==> config.mk <==
export PLATFORM = sky130hd
export DESIGN_NAME = decode_cycle
export DESIGN_NICKNAME = d
export VERILOG_FILES = /design/src/rtl/decode_pkg.sv /design/src/rtl/decode_cycle_register_file.sv /design/src/rtl/decode_cycle.sv
export SDC_FILE = /design/constraint.sdc
export NUM_CORES = 2
export LEC_CHECK = 0
export CORE_ASPECT_RATIO = 0.5
export CORE_MARGIN = 2
export CORE_UTILIZATION = 44
export CTS_BUF_LIST = sky130_fd_sc_hd__clkbuf_4 sky130_fd_sc_hd__clkbuf_8
export DETAILED_ROUTE_END_ITERATION = 10
export SYNTH_ARGS = -nofsm -noshare
export SYNTH_HDL_FRONTEND = slang
export SYNTH_HIERARCHICAL = 1
export SYNTH_SLANG_ARGS = --single-unit
==> constraint.sdc <==
create_clock -name clk -period 4.5 [get_ports clk]
set_input_delay 0.675 -clock clk [delete_from_list [all_inputs] [get_ports clk]]
set_output_delay 0.675 -clock clk [all_outputs]
set_load 0.01 [all_outputs]
==> src/rtl/decode_pkg.sv <==
// Shared encodings for the RV32I decode stage: opcodes, ALU ops, immediate
// formats, result-source select and the registered control bundle.
package decode_pkg;

  localparam logic [6:0] OP_R      = 7'b0110011;
  localparam logic [6:0] OP_I      = 7'b0010011;
  localparam logic [6:0] OP_LOAD   = 7'b0000011;
  localparam logic [6:0] OP_STORE  = 7'b0100011;
  localparam logic [6:0] OP_BRANCH = 7'b1100011;
  localparam logic [6:0] OP_JAL    = 7'b1101111;
  localparam logic [6:0] OP_JALR   = 7'b1100111;
  localparam logic [6:0] OP_LUI    = 7'b0110111;
  localparam logic [6:0] OP_AUIPC  = 7'b0010111;

  typedef enum logic [3:0] {
    ALU_ADD   = 4'd0,
    ALU_SUB   = 4'd1,
    ALU_SLL   = 4'd2,
    ALU_SLT   = 4'd3,
    ALU_SLTU  = 4'd4,
    ALU_XOR   = 4'd5,
    ALU_SRL   = 4'd6,
    ALU_SRA   = 4'd7,
    ALU_OR    = 4'd8,
    ALU_AND   = 4'd9,
    ALU_PASSB = 4'd10
  } alu_op_e;

  typedef enum logic [2:0] {
    IMM_I,
    IMM_S,
    IMM_B,
    IMM_J,
    IMM_U
  } imm_src_e;

  typedef enum logic [1:0] {
    RES_ALU = 2'b00,
    RES_MEM = 2'b01,
    RES_PC4 = 2'b10
  } result_src_e;

  typedef struct packed {
    logic        reg_write;
    logic        mem_write;
    logic        jump;
    logic        branch;
    logic        alu_src;
    logic        alu_src_a;
    logic        illegal;
    result_src_e result_src;
    alu_op_e     alu_control;
  } ctrl_t;

  // funct7[5] selects SUB only for register-register ops; shifts honour it in both forms.
  function automatic alu_op_e alu_decode(input logic [2:0] funct3,
                                         input logic       funct7_5,
                                         input logic       is_rtype);
    alu_op_e op;
    case (funct3)
      3'b000:  op = (is_rtype && funct7_5) ? ALU_SUB : ALU_ADD;
      3'b001:  op = ALU_SLL;
      3'b010:  op = ALU_SLT;
      3'b011:  op = ALU_SLTU;
      3'b100:  op = ALU_XOR;
      3'b101:  op = funct7_5 ? ALU_SRA : ALU_SRL;
      3'b110:  op = ALU_OR;
      default: op = ALU_AND;
    endcase
    return op;
  endfunction

endpackage

==> src/rtl/decode_cycle_register_file.sv <==
// 32 x XLEN register file: two async read ports with write-through bypass,
// one synchronous write port, synchronous clear of all entries.
module register_file #(
  parameter int XLEN = 32
) (
  input  logic            clk,
  input  logic            rst,
  input  logic            we,
  input  logic [4:0]      waddr,
  input  logic [XLEN-1:0] wdata,
  input  logic [4:0]      raddr1,
  input  logic [4:0]      raddr2,
  output logic [XLEN-1:0] rdata1,
  output logic [XLEN-1:0] rdata2
);

  logic [XLEN-1:0] regs [32];
  logic            wr_live;

  assign wr_live = we && (waddr != 5'd0);

  always_ff @(posedge clk) begin
    if (rst) begin
      for (int i = 0; i < 32; i++) regs[i] <= '0;
    end else if (wr_live) begin
      regs[waddr] <= wdata;
    end
  end

  // A write landing this cycle is forwarded so decode sees the new value immediately.
  always_comb begin
    rdata1 = '0;
    rdata2 = '0;
    if (raddr1 != 5'd0) rdata1 = (wr_live && waddr == raddr1) ? wdata : regs[raddr1];
    if (raddr2 != 5'd0) rdata2 = (wr_live && waddr == raddr2) ? wdata : regs[raddr2];
  end

endmodule

==> src/rtl/decode_cycle.sv <==
// RV32I decode stage: control decode, register read, immediate generation,
// and the flushable ID/EX pipeline register.
module decode_cycle #(
  parameter int XLEN = 32,
  parameter int PC_W = 13
) (
  input  logic            clk,
  input  logic            rst,
  input  logic [31:0]     InstrD,
  input  logic [PC_W-1:0] PCD,
  input  logic [PC_W-1:0] PCPlus4D,
  input  logic            FlushE,
  input  logic            RegWriteW,
  input  logic [4:0]      RdW,
  input  logic [XLEN-1:0] ResultW,
  output logic [4:0]      Rs1D,
  output logic [4:0]      Rs2D,
  output logic            RegWriteE,
  output logic            MemWriteE,
  output logic            JumpE,
  output logic            BranchE,
  output logic            ALUSrcE,
  output logic            ALUSrcAE,
  output logic            IllegalE,
  output logic [1:0]      ResultSrcE,
  output logic [3:0]      ALUControlE,
  output logic [2:0]      Funct3E,
  output logic [4:0]      Rs1E,
  output logic [4:0]      Rs2E,
  output logic [4:0]      RdE,
  output logic [XLEN-1:0] RD1E,
  output logic [XLEN-1:0] RD2E,
  output logic [XLEN-1:0] ImmExtE,
  output logic [PC_W-1:0] PCE,
  output logic [PC_W-1:0] PCPlus4E
);

  import decode_pkg::*;

  logic [6:0]             opcode;
  ctrl_t                  ctrl_p0;
  imm_src_e               imm_src_p0;
  logic signed [XLEN-1:0] imm_p0;
  logic [XLEN-1:0]        rd1_p0;
  logic [XLEN-1:0]        rd2_p0;

  ctrl_t                  ctrl_p1;
  logic [2:0]             funct3_p1;
  logic [4:0]             rs1_p1;
  logic [4:0]             rs2_p1;
  logic [4:0]             rd_p1;
  logic [XLEN-1:0]        rd1_p1;
  logic [XLEN-1:0]        rd2_p1;
  logic signed [XLEN-1:0] imm_p1;
  logic [PC_W-1:0]        pc_p1;
  logic [PC_W-1:0]        pc4_p1;

  function automatic logic signed [XLEN-1:0] sext_imm(input logic [31:0] instr,
                                                      input imm_src_e    src);
    logic signed [11:0]     i12;
    logic signed [11:0]     s12;
    logic signed [12:0]     b13;
    logic signed [20:0]     j21;
    logic signed [31:0]     u32;
    logic signed [XLEN-1:0] res;
    i12 = instr[31:20];
    s12 = {instr[31:25], instr[11:7]};
    b13 = {instr[31], instr[7], instr[30:25], instr[11:8], 1'b0};
    j21 = {instr[31], instr[19:12], instr[20], instr[30:21], 1'b0};
    u32 = {instr[31:12], 12'b0};
    case (src)
      IMM_S:   res = XLEN'(s12);
      IMM_B:   res = XLEN'(b13);
      IMM_J:   res = XLEN'(j21);
      IMM_U:   res = XLEN'(u32);
      default: res = XLEN'(i12);
    endcase
    return res;
  endfunction

  assign opcode = InstrD[6:0];
  assign Rs1D   = InstrD[19:15];
  assign Rs2D   = InstrD[24:20];

  register_file #(.XLEN(XLEN)) u_register_file (
    .clk    (clk),
    .rst    (rst),
    .we     (RegWriteW),
    .waddr  (RdW),
    .wdata  (ResultW),
    .raddr1 (InstrD[19:15]),
    .raddr2 (InstrD[24:20]),
    .rdata1 (rd1_p0),
    .rdata2 (rd2_p0)
  );

  // Stage p0: decode
  always_comb begin
    ctrl_p0    = '0;
    imm_src_p0 = IMM_I;
    case (opcode)
      OP_R: begin
        ctrl_p0.reg_write   = 1'b1;
        ctrl_p0.alu_control = alu_decode(InstrD[14:12], InstrD[30], 1'b1);
      end
      OP_I: begin
        ctrl_p0.reg_write   = 1'b1;
        ctrl_p0.alu_src     = 1'b1;
        ctrl_p0.alu_control = alu_decode(InstrD[14:12], InstrD[30], 1'b0);
      end
      OP_LOAD: begin
        ctrl_p0.reg_write  = 1'b1;
        ctrl_p0.alu_src    = 1'b1;
        ctrl_p0.result_src = RES_MEM;
      end
      OP_STORE: begin
        ctrl_p0.mem_write = 1'b1;
        ctrl_p0.alu_src   = 1'b1;
        imm_src_p0        = IMM_S;
      end
      OP_BRANCH: begin
        ctrl_p0.branch      = 1'b1;
        ctrl_p0.alu_control = ALU_SUB;
        imm_src_p0          = IMM_B;
      end
      OP_JAL: begin
        ctrl_p0.jump       = 1'b1;
        ctrl_p0.reg_write  = 1'b1;
        ctrl_p0.result_src = RES_PC4;
        imm_src_p0         = IMM_J;
      end
      OP_JALR: begin
        ctrl_p0.jump       = 1'b1;
        ctrl_p0.reg_write  = 1'b1;
        ctrl_p0.alu_src    = 1'b1;
        ctrl_p0.result_src = RES_PC4;
      end
      OP_LUI: begin
        ctrl_p0.reg_write   = 1'b1;
        ctrl_p0.alu_src     = 1'b1;
        ctrl_p0.alu_control = ALU_PASSB;
        imm_src_p0          = IMM_U;
      end
      OP_AUIPC: begin
        ctrl_p0.reg_write = 1'b1;
        ctrl_p0.alu_src   = 1'b1;
        ctrl_p0.alu_src_a = 1'b1;
        imm_src_p0        = IMM_U;
      end
      default: ctrl_p0.illegal = 1'b1;
    endcase
  end

  assign imm_p0 = sext_imm(InstrD, imm_src_p0);

  // Stage p1: ID/EX register; a flush is a full bubble, operands included
  always_ff @(posedge clk) begin
    if (rst || FlushE) begin
      ctrl_p1   <= '0;
      funct3_p1 <= '0;
      rs1_p1    <= '0;
      rs2_p1    <= '0;
      rd_p1     <= '0;
      rd1_p1    <= '0;
      rd2_p1    <= '0;
      imm_p1    <= '0;
      pc_p1     <= '0;
      pc4_p1    <= '0;
    end else begin
      ctrl_p1   <= ctrl_p0;
      funct3_p1 <= InstrD[14:12];
      rs1_p1    <= InstrD[19:15];
      rs2_p1    <= InstrD[24:20];
      rd_p1     <= InstrD[11:7];
      rd1_p1    <= rd1_p0;
      rd2_p1    <= rd2_p0;
      imm_p1    <= imm_p0;
      pc_p1     <= PCD;
      pc4_p1    <= PCPlus4D;
    end
  end

  assign RegWriteE   = ctrl_p1.reg_write;
  assign MemWriteE   = ctrl_p1.mem_write;
  assign JumpE       = ctrl_p1.jump;
  assign BranchE     = ctrl_p1.branch;
  assign ALUSrcE     = ctrl_p1.alu_src;
  assign ALUSrcAE    = ctrl_p1.alu_src_a;
  assign IllegalE    = ctrl_p1.illegal;
  assign ResultSrcE  = ctrl_p1.result_src;
  assign ALUControlE = ctrl_p1.alu_control;
  assign Funct3E     = funct3_p1;
  assign Rs1E        = rs1_p1;
  assign Rs2E        = rs2_p1;
  assign RdE         = rd_p1;
  assign RD1E        = rd1_p1;
  assign RD2E        = rd2_p1;
  assign ImmExtE     = imm_p1;
  assign PCE         = pc_p1;
  assign PCPlus4E    = pc4_p1;

endmodule

# == Yosys cells after proc, flatten, opt, wreduce, memory -nomap -nowiden ==
# Memory sizes are Yosys's and may differ from the RTL's. A register that Yosys moved wholly into a read port is not among the register bits.
# Index checks and enable logic that the tools add are counted.
# op_classes
n_bitwise,2
shifts,0
n_div,0
eq_ne,19
n_mux,23
multipliers,0
addsub,0
n_reduce_logical,14
n_lt_le_gt_ge,0
# op_table
operator,n
31-bit one-hot mux with 4 select lines,1
4-bit one-hot mux with 7 select lines,2
32-bit two-way mux,1
32-bit OR reduction,1
"7-bit by 6-bit == test with 1-bit output, second input constant",3
"7-bit == test, second input constant",3
4-bit one-hot mux with 4 select lines,1
1-bit two-way mux,15
5-bit nonzero test,3
"7-bit by 5-bit == test with 1-bit output, second input constant",2
"3-bit by 2-bit == test with 1-bit output, second input constant",4
"3-bit == test, second input constant",4
3-bit one-hot mux with 4 select lines,1
9-bit OR reduction,1
2-bit OR reduction,4
"7-bit by 2-bit == test with 1-bit output, second input constant",1
7-bit OR reduction,1
"3-bit by 1-bit == test with 1-bit output, second input constant",2
6-bit OR reduction,1
5-bit two-way mux,1
2-bit one-hot mux with 2 select lines,1
3-bit logical NOT,1
1-bit inverter,2
1-bit logical AND,1
1-bit logical OR,1
# word_totals
latch_bits,0
register_bits,89
mem_bits_rw,1024
mem_bits_ro,0
elab_cells,75
out_inout_bits,163
memories,1
input_bits,99
# mem_list
name,words,word_bits,rd,rd_clocked_by_memory_dff,write_ports,line_no,text
u_register_file.regs,32,32,2,2,32,decode_cycle_register_file.sv:17,logic [XLEN-1:0] regs [32];

# == Longest topological paths before layout ==
# depth
depth_word,7
depth_mapped,11
depth_no_buf,6

# == By module ==
# The synthesis kept the hierarchy.
# modules_own_cells
mod,cells_per_inst,area_per_inst_um2,instances,seq_area_each_um2
register_file,3918,55723.4,1,30749.5
decode_cycle,393,4596.9,1,3062.9

# == Worst setup path after synthesis ==
# Ideal clock, no wire load.
# synth_path
path_type,in2reg
from,input port RdW[2]
to,"memory u_register_file.regs[4][0], enable pin"
required_time_ps,4170
cell_stages,7
path_buffers,3
t_arrival_ps,2296
setup_time_ps,330
path_slack_ps,1874
cell_sequence,buf_2 -> or3_1 -> buf_4 -> nand3b_1 -> buf_2 -> nor2_1 -> or2_2
# synth_rtl
element,line_no,text
"start, declared",decode_cycle.sv:14,"input logic [4:0] RdW,"
"end, declared",decode_cycle_register_file.sv:17,

==> flow_summary.json <==
{
  "die_w_um": 528,
  "cts_sinks": 1177,
  "via_count": 41500,
  "rows": 95,
  "cts_hold_buffers": 0,
  "die_y_um": 266,
  "clk_path_buf_depth": 3,
  "grt_pass1_wl_mm": 315,
  "synth-async-reset-ratio_pct": 0,
  "r2r_slack_ns": 1.98,
  "antenna_found_initial": 23,
  "ctsResizeCount": 0,
  "worstMarginPinSlew_ns": 1.48,
  "cap_violations": 0,
  "track_usage_pct": 32.2,
  "hold_path_class": "in2reg",
  "powerDensity_nw_per_um2": 367,
  "vias_per_cell": 6.39,
  "numCtsBuffers": 176,
  "ir_drop_mv": 0.317,
  "clock_latency_ns": 0.92,
  "path_buf_inv": 2,
  "drt_iter0_markers": 6627,
  "max_freq_mhz": 321,
  "area_delta_synth_final_pct": 14.3,
  "synth_edf_count": 1024,
  "drtPass1Iterations": 6,
  "outcome": "finished, final reports clean",
  "crit_required_ns": 4.96,
  "io_buffers": 261,
  "synthesis.area_sq_um": 60300,
  "fin_total_pwr_mw": 25.3,
  "reg2reg_from": "u_register_file/regs[28][21]",
  "ys.flop_type": "edfxtp_1",
  "pin_count": 262,
  "min_to": "ImmExtE[22]",
  "leakage_nw": 24.7,
  "fin_skew_ns": 0.0760,
  "final_nets": 4652,
  "cpLargestDelayFamily": "simple AND/OR/NAND/NOR gates",
  "path_cells": "clkdlybuf4s50_1 > or3_1 > nand3b_1 > buf_4 > nor2_2 > or2_2",
  "seq_area_frac_synth_pct": 56.1,
  "post_drt_wl_per_cell_um": 35.0,
  "synth_cells": 4311,
  "final_core_util_pct": 51.0,
  "final_min_period_over_clock_period_pct": 69.1,
  "ctsRootBufferMaster": "clkbuf_8",
  "cp_max_fo": 32,
  "drc_errors": 0,
  "drt-total-wl_mm": 228,
  "gp_congestion": 0.931,
  "synth_warnings": 6,
  "critPathKind": "in2reg",
  "worstPathArrival_ns": 3.57,
  "cp-end-kind": "register",
  "ff2ff_path_depth": 6,
  "worstSetupStartpoint": "RdW[2]",
  "dp_hpwl_mm": 144,
  "cp_slowest_stage_delay_ns": 1.10,
  "detail-route-antenna-nets": 0,
  "cp_slowest_cell": "or2_2",
  "postCtsSetupBuffers": 0,
  "start_util_pct": 44.6,
  "fin_tns_setup_ns": 0,
  "min_period_ns": 3.11,
  "grt_max_degree": 79,
  "synth_cell_type_count": 81,
  "path_clk_slew_ns": 0.07,
  "hp-start": "InstrD[22]",
  "r2r_end": "RD2E[21]",
  "grt_pass1_vias": 40400,
  "rsz0062_at_grt": "no",
  "cts_htree_levels": 4,
  "grt_overflow": 0,
  "core_area_sq_um": 135000,
  "setup_viol": 0,
  "cts_tree": "yes",
  "layout-drive-gt1-share_pct": 21.9,
  "cp-start-kind": "primary input",
  "slew_violations": 0,
  "slew_headroom_pct": 1.58,
  "syn_area_per_cell_sq_um": 14.0,
  "hold_viol_final": 0,
  "ys_ff_latch": 1177,
  "die_area_sq_um": 140000,
  "hold_depth": 3
}
## worst reg2reg max path, delay by kind of cell, from the launching register on
family / cells / cell delay [ns]
muxes: 2 / 1.24
and+or+nand+nor: 2 / 0.23
DFF: 1 / 0.42
AOI/OAI and AO/OA: 2 / 0.54
## layout make-up
| class | count | area (sq um) |
|---|---|---|
| Fill cell | 11300 | 66200 |
| Sequential cell | 1177 | 33800 |
| Multi-Input combinational cell | 2711 | 24700 |
| Timing Repair Buffer | 483 | 4680 |
| Clock buffer | 263 | 3200 |
| Tap cell | 1794 | 2240 |
| Clock inverter | 59 | 292 |
| Antenna cell | 7 | 17.5 |
| Inverter | 4 | 15.0 |
## per-layer routing
layer  share of wire, %  vias up  wire length [um]  global-route usage (%)
met1                 40    21500             90300                    44.6
met3                 16      403             37500                    15.4
met2                 41     2915             93700                    44.4
met5              0.086        -               195                   0.821
met4                2.6        8              5860                    9.41
li1                   -    16700                 -                       -
## flip-flops by register name (all words and copies together) (netlist names), 13 cells and up
register	flops
RD2E	32
ImmExtE	32
PCPlus4E	13
PCE	13
RD1E	32
u_register_file/regs	1024
## synthesized netlist by cell type (all sizes together), types with 10 or more instances
cell	number	share of area, %
and2	1073	11
edfxtp	1024	51
mux4	367	14
mux2i	337	5.6
clkbuf	301	1.9
dfxtp	153	5.1
nand2	151	0.94
buf	149	1.7
a21oi	97	0.89
nor2	69	0.45
a22oi	66	0.82
nor3	46	0.40
a211oi	45	0.56
o22ai	37	0.38
or2	37	0.38
a221oi	36	0.53
mux2	36	0.67
a32o	33	0.55
o21ai	33	0.28
o221ai	33	0.48
and3	23	0.25
a221o	12	0.20
a22o	12	0.17
nand2b	10	0.10
## how the worst max path moves through the flow
stage               slack (ns)                      endpoint  cells past startpoint
floorplan                 1.87    u_register_file/regs[4][0]                      7
global route              1.39  u_register_file/regs[12][29]                      6
detailed placement        0.60  u_register_file/regs[12][15]                      6
finish                    1.39  u_register_file/regs[12][29]                      6
CTS                       1.55  u_register_file/regs[12][29]                      6
global placement          0.67  u_register_file/regs[12][28]                      6
## power breakdown
| group | switching [mW] | internal, mW |
|---|---|---|
| logic | 2.12 | 1.39 |
| registers | 0.328 | 12.4 |
| clock network | 4.51 | 4.55 |
## kinds of logic after synthesis
logic type      count (synthesis)  synth area share [%]
compound gates                463                  5.77
xor+xnor                       10                 0.145
buf+inv                       454                  3.64
flops                        1177                  56.1
mux                           740                  20.0
other cells                     1               0.00622
simple gates                 1466                  14.4
## per-stage QoR
| stage | cell area (sq um) | hold slack, ns | setup slack, ns | cells |
|---|---|---|---|---|
| 6_report | 68900 | 0.243 | 1.39 | 6498 |
| 5_1_grt | 68900 | 0.208 | 1.39 | 6495 |
| 4_1_cts | 68900 | 0.145 | 1.55 | 6491 |
| 3_5_place_dp | 65400 | 0.935 | 0.599 | 6169 |
| 3_3_place_gp | 65400 | 0.933 | 0.672 | 6169 |
| 2_1_floorplan | 60400 | 0.753 | 1.87 | 4342 |
## layout by cell type (no fill, tap or decap), types with 22 or more instances in the layout
master           instances
a211oi_1                45
a21oi_1                 86
a221oi_1                35
a22oi_1                 66
a32o_1                  33
and2_1                1072
and3_1                  22
buf_12                  33
buf_4                  192
clkbuf_4                67
clkbuf_8               196
clkdlybuf4s50_1        249
clkinv_1                35
conb_1                  32
dfxtp_1                153
edfxtp_1              1024
mux2_2                  36
mux2i_1                337
mux4_2                 356
nand2_1                151
nor2_1                  33
nor2_4                  27
nor3_1                  44
o21ai_0                 30
o221ai_1                33
o22ai_1                 37
or2_2                   35
(Power assumes the default switching activity.)
